File: config.mk
export PLATFORM = sky130hd
export DESIGN_NAME = uart_rx_flat
export DESIGN_NICKNAME = d
export VERILOG_FILES = /design/src/rtl/uart_rx_if.sv /design/src/rtl/uart_rx.sv /design/src/flat_wrapper.sv
export SDC_FILE = /design/constraint.sdc
export NUM_CORES = 1
export LEC_CHECK = 0
export ABC_CLOCK_PERIOD_IN_PS = 5600
export CAP_MARGIN = 20
export CELL_PAD_IN_SITES_DETAIL_PLACEMENT = 1
export CELL_PAD_IN_SITES_GLOBAL_PLACEMENT = 1
export CORE_UTILIZATION = 45
export DETAILED_ROUTE_END_ITERATION = 7
export DONT_BUFFER_PORTS = 1
export PLACE_DENSITY = 0.69
export SETUP_SLACK_MARGIN = 0.3
export SLEW_MARGIN = 20
export SYNTH_ARGS = -nofsm -noshare
export SYNTH_HDL_FRONTEND = slang
export SYNTH_SLANG_ARGS = --single-unit
File: constraint.sdc
create_clock -name clk_i -period 5.6 [get_ports clk_i]
set_input_delay 0.56 -clock clk_i [delete_from_list [all_inputs] [get_ports clk_i]]
set_output_delay 0.56 -clock clk_i [all_outputs]
set_load 0.02 [all_outputs]
File: src/rtl/uart_rx_if.sv
`timescale 1ns/1ps
`default_nettype none
// ---------------------------------------------------------------------------
// uart_rx_if : CPU-side holding register and status of the UART receiver
// Rev 1.0
// ---------------------------------------------------------------------------
interface uart_rx_if;
   logic [7:0] data_o;
   logic       valid_o;
   logic       read_i;
   logic       clear_i;
   logic       frame_err_o;
   logic       overrun_o;

   modport master (
      output data_o, valid_o, frame_err_o, overrun_o,
      input  read_i, clear_i
   );

   modport slave (
      input  data_o, valid_o, frame_err_o, overrun_o,
      output read_i, clear_i
   );
endinterface
`default_nettype wire

File: src/rtl/uart_rx.sv
`timescale 1ns/1ps
`default_nettype none
// ---------------------------------------------------------------------------
// uart_rx : 8N1 UART receiver with one-entry holding register, sticky flags
// Rev 1.0
// ---------------------------------------------------------------------------
module uart_rx #(
   parameter int unsigned FREQ         = 27000000,
   parameter int unsigned BAUD         = 115200,
   parameter int unsigned CLKS_PER_BIT = FREQ / BAUD
) (
   input  logic      clk_i,
   input  logic      rstn_i,
   input  logic      uart_rx_i,
   uart_rx_if.master bus
);

   localparam int unsigned      CNT_W    = $clog2(CLKS_PER_BIT);
   localparam logic [CNT_W-1:0] HALF_CNT = CNT_W'(CLKS_PER_BIT / 2 - 1);
   localparam logic [CNT_W-1:0] LAST_CNT = CNT_W'(CLKS_PER_BIT - 1);

   typedef enum logic [1:0] {
      IDLE  = 2'd0,
      START = 2'd1,
      DATA  = 2'd2,
      STOP  = 2'd3
   } state_t;

   state_t           state;
   logic             sync1;
   logic             rx_s;
   logic             rx_d;
   logic [CNT_W-1:0] baud_cnt;
   logic [2:0]       bit_cnt;
   logic [7:0]       shift;
   logic [7:0]       data;
   logic             valid;
   logic             frame_err;
   logic             overrun;

   logic             fall;
   logic             stop_tick;
   logic             load;
   logic             ovr_set;
   logic             fe_set;

   assign fall      = rx_d & ~rx_s;
   assign stop_tick = (state == STOP) && (baud_cnt == LAST_CNT);
   assign load      = stop_tick & rx_s & (~valid | bus.read_i);
   assign ovr_set   = stop_tick & rx_s & valid & ~bus.read_i;
   assign fe_set    = stop_tick & ~rx_s;

   // Synchronizer plus a third copy for falling-edge detection; idles high.
   always_ff @(posedge clk_i or negedge rstn_i) begin
      if (!rstn_i) begin
         sync1 <= 1'b1;
         rx_s  <= 1'b1;
         rx_d  <= 1'b1;
      end else begin
         sync1 <= uart_rx_i;
         rx_s  <= sync1;
         rx_d  <= rx_s;
      end
   end

   always_ff @(posedge clk_i or negedge rstn_i) begin
      if (!rstn_i) begin
         state    <= IDLE;
         baud_cnt <= '0;
         bit_cnt  <= '0;
         shift    <= '0;
      end else begin
         case (state)
            IDLE: begin
               baud_cnt <= '0;
               bit_cnt  <= '0;
               if (fall) state <= START;
            end
            START: begin
               if (baud_cnt == HALF_CNT) begin
                  baud_cnt <= '0;
                  bit_cnt  <= '0;
                  state    <= rx_s ? IDLE : DATA;
               end else begin
                  baud_cnt <= baud_cnt + 1'b1;
               end
            end
            DATA: begin
               if (baud_cnt == LAST_CNT) begin
                  baud_cnt <= '0;
                  shift    <= {rx_s, shift[7:1]};
                  bit_cnt  <= bit_cnt + 1'b1;
                  if (bit_cnt == 3'd7) state <= STOP;
               end else begin
                  baud_cnt <= baud_cnt + 1'b1;
               end
            end
            STOP: begin
               // Leaving at mid-stop-bit leaves half a bit to catch the next start edge.
               if (baud_cnt == LAST_CNT) begin
                  baud_cnt <= '0;
                  state    <= IDLE;
               end else begin
                  baud_cnt <= baud_cnt + 1'b1;
               end
            end
            default: state <= IDLE;
         endcase
      end
   end

   always_ff @(posedge clk_i or negedge rstn_i) begin
      if (!rstn_i) begin
         data      <= 8'h00;
         valid     <= 1'b0;
         frame_err <= 1'b0;
         overrun   <= 1'b0;
      end else begin
         if (load) begin
            data  <= shift;
            valid <= 1'b1;
         end else if (bus.read_i) begin
            valid <= 1'b0;
         end
         // A flag being set outranks a simultaneous clear.
         frame_err <= fe_set  | (frame_err & ~bus.clear_i);
         overrun   <= ovr_set | (overrun   & ~bus.clear_i);
      end
   end

   assign bus.data_o      = data;
   assign bus.valid_o     = valid;
   assign bus.frame_err_o = frame_err;
   assign bus.overrun_o   = overrun;

endmodule
`default_nettype wire

File: src/flat_wrapper.sv
// flat-port wrapper written by rule: the top's interface ports become plain ports
module uart_rx_flat 
#(
   parameter int unsigned FREQ         = 27000000,
   parameter int unsigned BAUD         = 115200,
   parameter int unsigned CLKS_PER_BIT = FREQ / BAUD
)
  (clk_i, rstn_i, uart_rx_i, bus_data_o, bus_valid_o, bus_frame_err_o, bus_overrun_o, bus_read_i, bus_clear_i);
  uart_rx_if bus_i ();
  input  logic clk_i;
  input  logic rstn_i;
  input  logic uart_rx_i;
  output wire logic [$bits(bus_i.data_o)-1:0] bus_data_o;
  output wire logic [$bits(bus_i.valid_o)-1:0] bus_valid_o;
  output wire logic [$bits(bus_i.frame_err_o)-1:0] bus_frame_err_o;
  output wire logic [$bits(bus_i.overrun_o)-1:0] bus_overrun_o;
  input wire logic [$bits(bus_i.read_i)-1:0] bus_read_i;
  input wire logic [$bits(bus_i.clear_i)-1:0] bus_clear_i;
  assign bus_data_o = bus_i.data_o;
  assign bus_valid_o = bus_i.valid_o;
  assign bus_frame_err_o = bus_i.frame_err_o;
  assign bus_overrun_o = bus_i.overrun_o;
  assign bus_i.read_i = bus_read_i;
  assign bus_i.clear_i = bus_clear_i;
  uart_rx #(.FREQ(FREQ), .BAUD(BAUD), .CLKS_PER_BIT(CLKS_PER_BIT)) u_core (.clk_i(clk_i), .rstn_i(rstn_i), .uart_rx_i(uart_rx_i), .bus(bus_i));
endmodule
# ---- Word-level counts from Yosys, hierarchy flattened
# Index checks and enable logic that the tools add are counted.
dict set report word_totals {
  reg_bits 35
  input_bits 5
  output_inout_bits 11
  wordCells 62
}
dict set report classes {
  add_sub_neg 2
  n_eq_ne 11
  n_mux 15
  n_bitwise 15
  reduce_logical 8
}
# cell n
set op_table {}
lappend op_table {{case mux 8 bit (3 select lines)} 1}
lappend op_table {{two-way mux 8 bit} 2}
lappend op_table {{two-way mux 2 bit} 6}
lappend op_table {{case mux 3 bit (3 select lines)} 1}
lappend op_table {{adder 8 x 1 -> 8 bit (second input constant)} 1}
lappend op_table {{AND 1 bit} 8}
lappend op_table {{equality test 8 x 7 -> 1 bit (second input constant)} 1}
lappend op_table {{equality test 8 bit (second input constant)} 1}
lappend op_table {{!= test 2 x 1 -> 1 bit (second input constant)} 4}
lappend op_table {{case mux 2 bit (4 select lines)} 1}
lappend op_table {{two-way mux 3 bit} 2}
lappend op_table {{AND reduction 5 bit} 1}
lappend op_table {{equality test 2 bit (second input constant)} 2}
lappend op_table {{NOT 1 bit} 4}
lappend op_table {{adder 3 x 1 -> 3 bit (second input constant)} 1}
lappend op_table {{equality test 3 bit (second input constant)} 1}
lappend op_table {{OR 1 bit} 3}
lappend op_table {{AND reduction 3 bit} 1}
lappend op_table {{nonzero test 3 bit} 1}
lappend op_table {{equality test 2 x 1 -> 1 bit (second input constant)} 1}
lappend op_table {{logical NOT 2 bit} 1}
lappend op_table {{two-way mux 1 bit} 2}
lappend op_table {{!= test 2 bit (second input constant)} 1}
lappend op_table {{AND reduction 2 bit} 1}
lappend op_table {{other kinds (3)} 3}

# ---- Longest topological paths before layout
# Gate-level depths: netlist (run 1).
dict set report depth {
  depth_word 6
  ltp_mapped 7
  ltp_nobuf 6
}

# ---- Worst setup path before layout (run 1)
# OpenSTA, ideal clock, no wires.
dict set report synth_timing {
  kind {flip-flop to flip-flop}
  start {register u_core.baud_cnt[2]}
  end {register u_core.data[0] (netlist: u_core.bus.data_o[0])}
  setup_ns 0.125
  arrival_time_ns 1.877
  setup_slack_ns 3.598
  stages_incl_launch_ff 6
  path_buffers 1
  period_less_slack_ns 2.002
  cell_sequence {dfrtp_1 -> nand4b_1 -> or3_1 -> buf_2 -> nor4_4 -> mux2_2}
}
dict set report synth_between {
  elab_chain_cells 4
}
# item line
set synth_lines {}
lappend synth_lines {{start, declared} uart_rx.sv:33} ;# logic [CNT_W-1:0] baud_cnt;
lappend synth_lines {{start signal, assigned} uart_rx.sv:85} ;# baud_cnt <= baud_cnt + 1'b1;
lappend synth_lines {{start signal, assigned} uart_rx.sv:95} ;# baud_cnt <= baud_cnt + 1'b1;
lappend synth_lines {{start signal, assigned} uart_rx.sv:104} ;# baud_cnt <= baud_cnt + 1'b1;
lappend synth_lines {{equality test 8 bit} uart_rx.sv:48} ;# assign stop_tick = (state == STOP) && (baud_cnt == LAST_CNT);
lappend synth_lines {{logical AND 1 bit} uart_rx.sv:48}
lappend synth_lines {{AND 1 bit (2 in series)} uart_rx.sv:49} ;# assign load = stop_tick & rx_s & (~valid | bus.read_i);
lappend synth_lines {{end signal, assigned} uart_rx.sv:120} ;# data <= shift;
lappend synth_lines {{end, declared} uart_rx.sv:36} ;# logic [7:0] data;
# No other way between the ends.
# A chain may end at the register's enable or synchronous reset.

# ---- Worst setup path in the final report (run 1)
dict set report layout_timing {
  start {register u_core.baud_cnt[2]}
  end {register u_core.data[7] (netlist: u_core.bus.data_o[7])}
}
# The elaborated chain is that of the path after synthesis.

==> results of run 1 <==
## stage by stage
| step | instances | setup slack [ns] | utilization | total power [mW] | instance area, sq um |
|---|---|---|---|---|---|
| floorplan | 122 | 3.60 | - | 0.350 | 1540 |
| global placement | 162 | 3.40 | 0.494 | 0.364 | 1560 |
| detailed placement | 162 | 3.39 | 0.494 | 0.368 | 1560 |
| CTS | 171 | 3.36 | 0.519 | 0.523 | 1640 |
| global route | 172 | 3.24 | 0.523 | 0.550 | 1650 |
| finish | 172 | 3.38 | 0.523 | 0.514 | 1650 |
## state kept, by name, summed over array words and instances, names as in the netlist, named ones only
signal and flops:
u_core.baud_cnt 8, u_core.bus.data_o 8, u_core.shift 8, u_core.bit_cnt 3, u_core.bus.frame_err_o 1, u_core.bus.overrun_o 1
u_core.bus.valid_o 1, u_core.rx_d 1, u_core.rx_s 1, u_core.state 1, u_core.sync1 1
## power groups by stage
stage | clock network [mW] | registers, mW | logic, mW
2_1_floorplan | 0 | 0.297 | 0.0530
3_5_place_dp | 0 | 0.306 | 0.0614
5_1_grt | 0.161 | 0.307 | 0.0817
6_report | 0.143 | 0.303 | 0.0682
3_3_place_gp | 0 | 0.305 | 0.0585
4_1_cts | 0.150 | 0.303 | 0.0694
## worst paths after layout
path                                     from              endpoint  depth (start not counted)
hold / removal                         rstn_i       u_core.shift[1]                          1
setup / recovery           u_core.baud_cnt[2]  u_core.bus.data_o[7]                          4
min in group clk_i                  uart_rx_i          u_core.sync1                          0
hold reg to reg                  u_core.sync1           u_core.rx_s                          0
setup reg to reg           u_core.baud_cnt[2]  u_core.bus.data_o[7]                          4
max in group asynchronous              rstn_i           u_core.rx_d                          1
## cell families (layout without fill, tap and decap cells)
kind of cell / after synthesis / after routing
AOI/OAI and AO/OA: 12 / 12
DFF: 35 / 35
adders and majority gates: 5 / 5
muxes: 18 / 18
buffers and inverters: 10 / 16
and+or+nand+nor: 36 / 36
xor gates and xnor gates: 6 / 6
## cells in the mapped netlist, drive strengths merged
master | instances | share of area
a211oi | 1 | 0.0049
a21boi | 1 | 0.0049
a21oi | 2 | 0.0065
a31oi | 1 | 0.0041
a41oi | 1 | 0.0057
and4 | 1 | 0.0065
buf | 1 | 0.0033
clkbuf | 2 | 0.011
clkdlybuf4s18 | 1 | 0.0065
dfrtp | 32 | 0.52
dfstp | 3 | 0.051
ha | 5 | 0.041
inv | 6 | 0.015
mux2 | 16 | 0.12
mux2i | 2 | 0.013
nand2 | 9 | 0.022
nand3 | 5 | 0.016
nand4 | 1 | 0.0041
nand4b | 2 | 0.011
nor2 | 7 | 0.017
nor2b | 1 | 0.0041
nor3 | 3 | 0.013
nor3b | 1 | 0.0049
nor4 | 1 | 0.014
nor4b | 1 | 0.0057
o21ai | 4 | 0.013
o22ai | 2 | 0.0081
or2b | 1 | 0.0057
or3 | 2 | 0.0081
or4 | 1 | 0.0057
xnor2 | 3 | 0.017
xor2 | 3 | 0.017
## worst register-to-register path, delay by kind of cell, from the launching register on
kind / cells / cell delay (ns)
multiplexers: 1 / 0.40
flip-flops: 1 / 0.45
AND/OR/NAND/NOR: 3 / 1.26
## repair_timing
| item | 4_1_cts | 5_1_grt |
|---|---|---|
| setup endpoints to repair | 0 | 0 |
| hold buffers | 1 | 1 |
| hold endpoints to repair | 32 | 1 |
## cell type report
class | count | area (sq um)
clock buffers | 7 | 55.1
clock inverters | 1 | 5.00
fillers | 340 | 1510
inverters | 6 | 22.5
multi-input cells | 77 | 601
flip-flops and latches | 35 | 880
well taps | 44 | 55.1
repair buffers | 2 | 30.0
## metal layers
layer / share of wire / track usage
met5: 0 / 0
met2: 0.48 / 0.301
met4: 0.024 / 0.117
met3: 0.033 / 0.0469
met1: 0.46 / 0.233
==> summary.md, run 1 <==
| Metric | Value |
|---|---|
| CTS buffer count | 5 |
| Register-to-register setup slack | 3.38 ns |
| Clock slew at reported path FFs | 0.11 ns |
| Setup_tns | 0 ns |
| Placer Congestion | 0.738 |
| Crit-path max cell delay | 0.55 ns |
| 1st-iter DRT viols | 27 |
| Clock Skew | 0.0164 ns |
| Measured slew at the worst slew-check pin | 0.646 ns |
| Synth Area per Inst | 12.6 sq um |
| Post-Syn Nets | 132 |
| First-pass GRT wire length | 4.76 mm |
| Headroom to the max-slew limit | 0.566 |
| Total GRT Usage | 0.190 |
| Mapped cell area | 1540 sq um |
| Ratio of cells with drive above 1 in the final layout | 0.250 |
| Post-Syn Instances | 122 |
| Arr. time, crit path | 2.45 ns |
| Vias in the first global route | 1012 |
| Leak | 0.767 nW |
| Sw Pwr | 0.150 mW |
| Post-CTS setup buffers | 0 |
| Min Hold Slack | 0.0211 ns |
| H-tree levels | 2 |
| Peak supply drop | 0.174 mV |
| RSZ-0062 raised after global routing | false |
| Site Rows | 20 |
| Crit path max-delay cell type | nor4_4 |
| CP Max Fanout | 8 |
| Ant. Diodes | 0 |
| Synth Area in XOR/XNOR | 0.0342 |
| Synth Warn # | 0 |
| CP Cell Sequence | nand4b_1 -> or3_1 -> nor4_4 -> mux2_2 |
| Tcrit/Tclk final | 0.396 |
| Reg power frac | 0.589 |
| Switching share of power | 0.292 |
| Min Clock Period, post-route | 2.22 ns |
| Gate power share | 0.133 |
| Clock power frac | 0.278 |
| Insertion delay to the later sink of the worst-skew pair | 0.35 ns |
| Die height | 60.4 microns |
| DIE WIDTH | 60.4 microns |
| Area share of and/or/nand/nor cells after synthesis | 0.139 |
| Routed len/inst | 16.4 microns |
| Via count | 921 |
| Max-capacitance violation count | 0 |
| Setup crit start kind | flip-flop |
| Max Fclk | 450 MHz |
| Clock Tree Buf Depth | 2 |
| CTS tree | done |
| Mux cell area share after synthesis | 0.130 |
| Starting Density | 0.487 |
| Drt pass-1 iters | 4 |
| Data required, critical path | 5.83 ns |
| Final setup viols | 0 |
| Pin count of the biggest net entering global routing | 33 |
| Most common cell after layout, fill and taps aside | dfrtp_1 |
| Area delta synth->final | 7.33% |
| Post-CTS sizing | 0 |
| Sink Count | 35 |
| Compound-gate portion of the synthesized area | 0.0473 |
| Drt via density | 5.35 |
| Status | finished, final reports clean |
| Kind of cell adding the most delay to the critical path | simple AND/OR/NAND/NOR gates |
| Yosys reg bits | 35 |
| Dpl hpwl | 1.89 mm |
| Critical path class | flip-flop to flip-flop |
| Seq/Total Area, Yosys | 0.573 |
| PD cells | 312 nW/um^2 |
| Worst Hold Class | primary input to asynchronous set/reset pin |
| Commonest non-fill, non-tap cells in the layout | 32 x dfrtp_1, 16 x mux2_2, 9 x nand2_1, 7 x nor2_1, 6 x inv_1 |
| Yosys cell types | 34 |
| Post-Synth Adder-Cell Area | 0.0407 |
| WL final | 2.83 mm |
| Final-report hold violation count | 0 |
| CTS Root Cell | clkbuf_4 |
| Largest family of logic cells by synthesized area | simple AND/OR/NAND/NOR gates |
| DIE AREA | 3650 sq um |
| P_int | 0.364 mW |
| Worst Setup End Kind | flip-flop |
| Total grt overflow | 0 |
| Initial antenna violation count | 0 |
| Crit path buf inv count | 0 |
| Slew Viols, Final | 0 |
| Final net count | 137 |
| Core footprint | 3150 sq um |
| PortBufs | 0 |
| DRC errors left | 0 |
| DRT antenna net count | 0 |
| Io pins | 16 |
Note: power is estimated with default switching activity, not from simulation.
==> run 2: changes to the inputs <==
- ABC_CLOCK_PERIOD_IN_PS: 5600 -> 2200
- clock period: 5.6 -> 2.2 ns (I/O delays scaled with it)
==> run 2 against run 1 <==
Final cell count up 5.8%. Fmax grew 19%. Non-clock buffer count grew 10. Core utilization increased by 3.4 points. Clock power rose by 140%. Flip-flop and latch count unchanged. Global-route usage down 0.53 points.
==> summary.md, run 2 (synthesized netlist as in run 1, its figures left out) <==
| Metric | Value |
|---|---|
| Core footprint | 3150 sq um |
| PD cells | 757 nW/um^2 |
| Arr. time, crit path | 2.10 ns |
| Final net count | 147 |
| Final setup viols | 0 |
| Worst Hold Class | primary input to flip-flop |
| Die height | 60.4 microns |
| P_int | 0.925 mW |
| First-pass GRT wire length | 4.71 mm |
| DRC errors left | 0 |
| Peak supply drop | 0.382 mV |
| PortBufs | 0 |
| Sink Count | 35 |
| Commonest non-fill, non-tap cells in the layout | 30 x dfrtp_1, 15 x mux2_2, 9 x nand2_1, 7 x nor2_1 |
| RSZ-0062 raised after global routing | true |
| Clock Skew | 0.00931 ns |
| CP Max Fanout | 8 |
| Starting Density | 0.487 |
| Max Fclk | 537 MHz |
| Measured slew at the worst slew-check pin | 0.380 ns |
| Final-report hold violation count | 0 |
| Total GRT Usage | 0.184 |
| Drt pass-1 iters | 2 |
| DRT antenna net count | 0 |
| Max-capacitance violation count | 0 |
| Insertion delay to the later sink of the worst-skew pair | 0.35 ns |
| Slew Viols, Final | 0 |
| Routed len/inst | 15.4 microns |
| Headroom to the max-slew limit | 0.744 |
| Drt via density | 5.43 |
| Dpl hpwl | 1.89 mm |
| Status | finished, final reports clean |
| Via count | 989 |
| DIE AREA | 3650 sq um |
| Data required, critical path | 2.44 ns |
| Worst Setup End Kind | flip-flop |
| Pre-CTS setup slack | 0.139 ns |
| Vias in the first global route | 1020 |
| CTS buffer count | 5 |
| Critical path class | flip-flop to flip-flop |
| Pin count of the biggest net entering global routing | 36 |
| Initial antenna violation count | 0 |
| WL final | 2.80 mm |
| Placer Congestion | 0.760 |
| CTS Root Cell | clkbuf_4 |
| Min Clock Period, post-route | 1.86 ns |
| Io pins | 16 |
| Gate power share | 0.168 |
| Leak | 0.823 nW |
| PnR worst setup slack | 0.338 ns |
| Reg power frac | 0.572 |
| Switching share of power | 0.303 |
| Clock Tree Buf Depth | 2 |
| CTS tree | done |
| Clock power frac | 0.260 |
| Clock slew at reported path FFs | 0.11 ns |
| Tcrit/Tclk final | 0.847 |
| Final std cells w/o fill | 182 |
| DIE WIDTH | 60.4 microns |
| Total grt overflow | 0 |
| Most common cell after layout, fill and taps aside | dfrtp_1 |
| Site Rows | 20 |
| 1st-iter DRT viols | 39 |
| Dpl cells | 165 |
| Ant. Diodes | 0 |
| Setup crit start kind | flip-flop |
| Sw Pwr | 0.402 mW |
| H-tree levels | 2 |
| Area delta synth->final | 14.3% |
| Ratio of cells with drive above 1 in the final layout | 0.326 |
| Setup_tns | 0 ns |
-- run 2: worst max-delay path: stages, from the launching register on --
cell and delay [ns]:
dfrtp_1 0.41, inv_2 0.06, ha_1 0.13, nand2_1 0.08, or3_4 0.38, nor4_4 0.18, buf_6 0.18, mux2_2 0.34
-- run 2: per-stage QoR --
stage                     utilization  power [mW]  instance area (sq um)  hold WS (ns)
after floorplan                     -       0.893                   1540       -0.0756
after global placement          0.503       0.935                   1590       -0.0748
after detailed placement        0.503       0.948                   1590       -0.0743
after CTS                       0.550        1.35                   1730        0.0355
after global routing            0.556        1.41                   1750        0.0421
final                           0.556        1.33                   1750        0.0516
-- run 2: layout make-up --
class | instances | area [sq um]
Multi-Input combinational cell | 77 | 616
Inverter | 6 | 22.5
Timing Repair Buffer | 12 | 121
Fill cell | 348 | 1400
Clock buffer | 5 | 37.5
Clock inverter | 3 | 20.0
Sequential cell | 35 | 882
Tap cell | 44 | 55.1
-- run 2: path summary, 6_finish.rpt --
| path | endpoint | slack, ns | from | cells after the start |
|---|---|---|---|---|
| max | u_core.bus.data_o[7] | 0.34 | u_core.baud_cnt[1] | 7 |
| min | u_core.bus.valid_o | 0.05 | bus_read_i | 2 |
| max reg2reg | u_core.bus.data_o[7] | 0.34 | u_core.baud_cnt[1] | 7 |
| min reg2reg | u_core.rx_s | 0.36 | u_core.sync1 | 0 |
| max in group asynchronous | u_core.sync1 | 1.64 | rstn_i | 2 |
| min in group asynchronous | u_core.shift[0] | 0.31 | rstn_i | 2 |
-- run 2: power groups by stage --
stage / logic (mW) / clock network (mW) / registers, mW
after floorplan: 0.136 / 0 / 0.757
after global placement: 0.156 / 0 / 0.778
after detailed placement: 0.165 / 0 / 0.783
after CTS: 0.229 / 0.367 / 0.759
after global routing: 0.258 / 0.389 / 0.767
final: 0.223 / 0.345 / 0.760
-- run 2: repair_timing --
| item | CTS | global route |
|---|---|---|
| endpoints found under the setup margin | 16 | 16 |
| setup buffers | 4 | 1 |
| hold buffers | 4 | 0 |
| pin swaps | 1 | 1 |
| gates resized for setup | 3 | 5 |
| hold endpoints to repair | 38 | 0 |
-- run 2: per-layer routing --
layer	vias up	GRT usage	share of wire
li1	458	-	-
met1	507	0.224	0.45
met2	16	0.289	0.49
met3	8	0.0661	0.035
met4	0	0.0974	0.024
met5	-	0	0
